[src/rtl/scan_wrapper_lanes.sv]
// -----------------------------------------------------------------------------
// scan_wrapper_lanes
//
// Purpose:
//   Parametrised scan-chain wrapper that sits between a scan chain and one
//   user design. Scan data is shifted LANES bits per clock through a chain
//   register C of IN_W+OUT_W bits:
//     C[IN_W-1:0]   input section: the value that will be latched into io_in
//     C[L-1:IN_W]   output section: loaded from io_out on a capture cycle
//   A rising edge on latch_enable_in copies the input section into the
//   registered user input bus io_in. Scan control signals are passed down
//   the chain with one cycle of delay.
//
// Optional feature (macro SCAN_PARITY_EN):
//   When defined, C[IN_W-1] is an even-parity bit over C[IN_W-1:0]. A latch
//   is only accepted when parity is good; a bad latch leaves io_in and
//   io_in_valid unchanged and sets a sticky parity error. When undefined,
//   every latch edge is accepted and parity_err_out is tied low.
//
// Ports:
//   clk_in            in   1      clock, rising edge
//   reset_in          in   1      synchronous active-high reset
//   data_in           in   LANES  serial scan data from upstream
//   latch_enable_in   in   1      latch request, rising edge acts
//   scan_select_in    in   1      1 = capture io_out, 0 = shift
//   io_out            in   OUT_W  outputs of the user design
//   data_out          out  LANES  serial scan data to downstream (top of C)
//   latch_enable_out  out  1      latch_enable_in delayed one cycle
//   scan_select_out   out  1      scan_select_in delayed one cycle
//   io_in             out  IN_W   registered inputs to the user design
//   io_in_valid       out  1      set once a latch has been accepted
//   parity_err_out    out  1      sticky parity error
//
// Handshake: there is no valid/ready flow control. Each cycle the chain
// either shifts or captures according to scan_select_in; latching is an
// orthogonal event triggered by the rising edge of latch_enable_in.
// -----------------------------------------------------------------------------
module scan_wrapper_lanes #(
    parameter int IN_W  = 8,
    parameter int OUT_W = 8,
    parameter int LANES = 1
) (
    input  logic             clk_in,
    input  logic             reset_in,
    input  logic [LANES-1:0] data_in,
    input  logic             latch_enable_in,
    input  logic             scan_select_in,
    input  logic [OUT_W-1:0] io_out,
    output logic [LANES-1:0] data_out,
    output logic             latch_enable_out,
    output logic             scan_select_out,
    output logic [IN_W-1:0]  io_in,
    output logic             io_in_valid,
    output logic             parity_err_out
);

    localparam int L = IN_W + OUT_W;

    // Both sections must hold a whole number of lane-words so that a full
    // pass lines up with the section boundary.
    generate
        if ((LANES < 1) || ((IN_W % LANES) != 0) || ((OUT_W % LANES) != 0)) begin : g_bad_cfg
            $error("scan_wrapper_lanes: IN_W and OUT_W must be divisible by LANES");
        end
    endgenerate

    logic [L-1:0]    r_chain;
    logic            r_le_prev;
    logic [IN_W-1:0] r_io_in;
    logic            r_io_in_valid;
    logic            r_latch_enable_out;
    logic            r_scan_select_out;

    logic            w_latch_edge;
    logic [IN_W-1:0] w_in_sec;

    always_comb begin
        w_latch_edge = latch_enable_in & ~r_le_prev;
        // Pre-update input section: a latch in the same cycle as a shift
        // must see the value before the shift.
        w_in_sec     = r_chain[IN_W-1:0];
    end

`ifdef SCAN_PARITY_EN
    logic r_parity_err;
    logic w_parity_ok;

    always_comb begin
        w_parity_ok = ~(^w_in_sec);
    end
`endif

    always_ff @(posedge clk_in) begin
        if (reset_in) begin
            r_chain            <= '0;
            r_le_prev          <= 1'b0;
            r_io_in            <= '0;
            r_io_in_valid      <= 1'b0;
            r_latch_enable_out <= 1'b0;
            r_scan_select_out  <= 1'b0;
`ifdef SCAN_PARITY_EN
            r_parity_err       <= 1'b0;
`endif
        end else begin
            r_le_prev          <= latch_enable_in;
            r_latch_enable_out <= latch_enable_in;
            r_scan_select_out  <= scan_select_in;

            if (scan_select_in) begin
                // Capture: only the output section is loaded.
                r_chain[L-1:IN_W] <= io_out;
            end else begin
                // Shift: data_in[LANES-1] lands in C[LANES-1].
                r_chain <= {r_chain[L-LANES-1:0], data_in};
            end

            if (w_latch_edge) begin
`ifdef SCAN_PARITY_EN
                if (w_parity_ok) begin
                    r_io_in       <= {1'b0, w_in_sec[IN_W-2:0]};
                    r_io_in_valid <= 1'b1;
                end else begin
                    r_parity_err  <= 1'b1;
                end
`else
                r_io_in       <= w_in_sec;
                r_io_in_valid <= 1'b1;
`endif
            end
        end
    end

    assign data_out         = r_chain[L-1:L-LANES];
    assign latch_enable_out = r_latch_enable_out;
    assign scan_select_out  = r_scan_select_out;
    assign io_in            = r_io_in;
    assign io_in_valid      = r_io_in_valid;
`ifdef SCAN_PARITY_EN
    assign parity_err_out   = r_parity_err;
`else
    assign parity_err_out   = 1'b0;
`endif

endmodule
[config.mk]
export PLATFORM = sky130hd
export DESIGN_NAME = scan_wrapper_lanes
export DESIGN_NICKNAME = d
export VERILOG_FILES = /design/src/rtl/scan_wrapper_lanes.sv
export SDC_FILE = /design/constraint.sdc
export NUM_CORES = 1
export LEC_CHECK = 0
export BUFFER_PORTS_ARGS = -buffer_cell sky130_fd_sc_hd__buf_2
export CAP_MARGIN = 20
export CORE_MARGIN = 2
export CORE_UTILIZATION = 34
export DETAILED_ROUTE_END_ITERATION = 10
export GPL_TIMING_DRIVEN = 1
export PLACE_DENSITY_LB_ADDON = 0.08
export SKIP_CTS_REPAIR_TIMING = 1
export SYNTH_ARGS = -nofsm -noshare
export SYNTH_HDL_FRONTEND = slang
export SYNTH_SLANG_ARGS = --single-unit
export TNS_END_PERCENT = 50
[constraint.sdc]
create_clock -name clk_in -period 2 [get_ports clk_in]
set_input_delay 0.4 -clock clk_in [delete_from_list [all_inputs] [get_ports clk_in]]
set_output_delay 0.4 -clock clk_in [all_outputs]
set_load 0.01 [all_outputs]
==> metrics <==
Initial Utilization=35.1%; Yosys top cell area share=between 50% and 60%; CTS tree=done; most common cell in the netlist=dfxtp_1; RSZ-0062 raised after global routing=false; remaining routing DRC violations=0; Core Util, Final=approximately 39%; Final Hold Fails=0; DR vias/cell=4.66; # IOs=26; pre-CTS WS=about 750 ps; LEAKAGE=approximately 0.52 nW; Final WS setup=between 500 and 600 ps; total negative slack=0 ps; reg-to-reg critical path startpoint=latch_enable_out; reg2reg end=io_in_valid; syn_nets=108; synthesized area per cell=~11 um^2; critical path required time=1600 ps; CP Capture Type=primary output; R2R setup slack=1040 ps; I/O Buffers=24; clock buffer depth=2; synthesis warning total=0; clock-pin slew of the registers on the worst-case setup and hold paths=140 ps; Post-synth top cells=dfxtp_1 (27), mux2i_1 (16), nor2_1 (16); Critical Path End=latch_enable_out; diode count=0; synthesized cell area=between 0.001 and 0.0015 mm^2; Power Total=869 uW; grt ovf=0; number of max-cap violations=0; Placement Rows=20; area grow syn2layout=11.7%; Synth async-reset ratio=0%; crit-path leading delay family=flip-flops; critical path fanouts, max=10; worst min-delay path class=in2reg; ordered list of cells on the worst path=buf_2; first-pass GRT wire length=between 3000 and 4000 um; Die Span Y=59.5 um; GRT Overall Usage=a little under an eighth; area leader, netlist=dfxtp_1; starting DRC count in detailed routing=13; Die Span X=59.5 um; Yosys reg bits=27; core box area=about 0.0030 mm^2; Slowest-stage cell, CP=dfxtp_1; clock sink count=27; dominant cells by area after synthesis=dfxtp_1 (52%), mux2i_1 (15%), nand4bb_1 (8.6%); layout cells sized above 1=between 20% and 30%; # setup viols final=0; cts bufs inserted=3; layout net count=130; routed vias=695; vias in the first global route=~720; initial antenna violation count=0; Pwr Density=between 700 and 800 mW/mm^2; Worst Path Arrival=around 1100 ps; Routability Congestion=between 0.6 and 0.7; EDFF count, synth=0; fmax=~700 MHz; H-tree Lvls=1; CTS root buffer=clkbuf_4; crit path launch=latch_enable_out; Setup crit start kind=flop; slew at the pin with the worst max-slew slack=513 ps; VDD IR-drop max=0.276 mV; hold_ws=between 300 and 400 ps; Slew Limit Headroom=65.8%; status=finished, final reports clean; CP Class=reg2out; clk_lat worst skew=310 ps; largest net degree at the start of global routing=36; min cycle time layout=~1500 ps; sequential share of the synthesized area=between 50 and 60%; Bufs and invs on worst path=1; Final ANT Viol Nets=0; Pre-Repair DR Iteration Count=2; Tcrit/Tclk final=between 70 and 80%; wire per inst=around 11 um; Max Slew Vio Count=0; Synth Flop Type=dfxtp_1; critical path depth in cells=1; Mapped Cells=95; count of different cell masters after synthesis=14; reg2reg path depth=2; clk_skew=about 3.4 ps; slowest cell delay on critical path=roughly 550 ps; post-DP HPWL=1120 um; Post-Route WL=1700 um; die area=between 0.003 and 0.004 mm^2
-- through the flow --
step,instances,area (um^2)
2_1_floorplan,95,1050
6_report,149,1170
3_5_place_dp,145,1140
3_3_place_gp,145,1140
5_1_grt,149,1170
4_1_cts,149,1170
-- area by class of cell --
class / count / area (um^2)
clock buffers: 4 / 26.3
fillers: 315 / 1810
well taps: 33 / 41.3
multi-input cells: 61 / 440
repair buffers: 24 / 120
flip-flops and latches: 27 / 541
-- kinds of logic (layout without fill, tap and decap cells) --
kind of cell    count (synthesis)  count (layout)  synth area share [%]
simple gates                   35              35                  21.7
compound gates                  9               9                  4.78
buf+inv                         7              28                  6.22
mux                            16              16                  15.3
other cells                     1               1                 0.359
flops                          27              27                  51.7
-- registers in the layout, summed over array words and instances, names as in the netlist --
signal,cells
scan_select_out,1
latch_enable_out,1
io_in_valid,1
r_chain,16
io_in,8
-- metal layers --
metal	up-vias	GRT usage [%]	wire, um
li1	360	-	-
met1	320	14.1	846
met3	2	3.49	72
met4	0	5.84	8
met5	-	0	0
met2	13	18.4	773
-- cell usage in the layout, fill, tap and decap left out --
| master | instances |
|---|---|
| nand4bb_1 | 8 |
| nor2b_4 | 1 |
| o21ai_0 | 1 |
| o21ai_1 | 7 |
| o21ba_2 | 1 |
| mux2i_1 | 16 |
| conb_1 | 1 |
| clkbuf_4 | 3 |
| nand2b_1 | 8 |
| buf_2 | 24 |
| clkbuf_1 | 1 |
| nor2_1 | 16 |
| dfxtp_1 | 27 |
| nor2b_1 | 2 |
-- how the worst min path moves through the flow --
stage / start / to / slack, ps / cells past startpoint
3_3_place_gp: r_chain[14] / r_chain[15] / 440 / 2
6_report: io_out[7] / r_chain[15] / 300 / 3
4_1_cts: io_out[3] / r_chain[11] / 300 / 3
5_1_grt: io_out[4] / r_chain[12] / 300 / 3
3_5_place_dp: r_chain[8] / r_chain[9] / 450 / 2
2_1_floorplan: r_chain[9] / r_chain[10] / 440 / 2
-- power by group --
| group | total (mW) | switching, mW | internal (mW) |
|---|---|---|---|
| Sequential | 0.562 | 0.00818 | 0.554 |
| Combinational | 0.0756 | 0.0373 | 0.0383 |
| Clock | 0.231 | 0.154 | 0.0779 |
(Power assumes the default switching activity.)
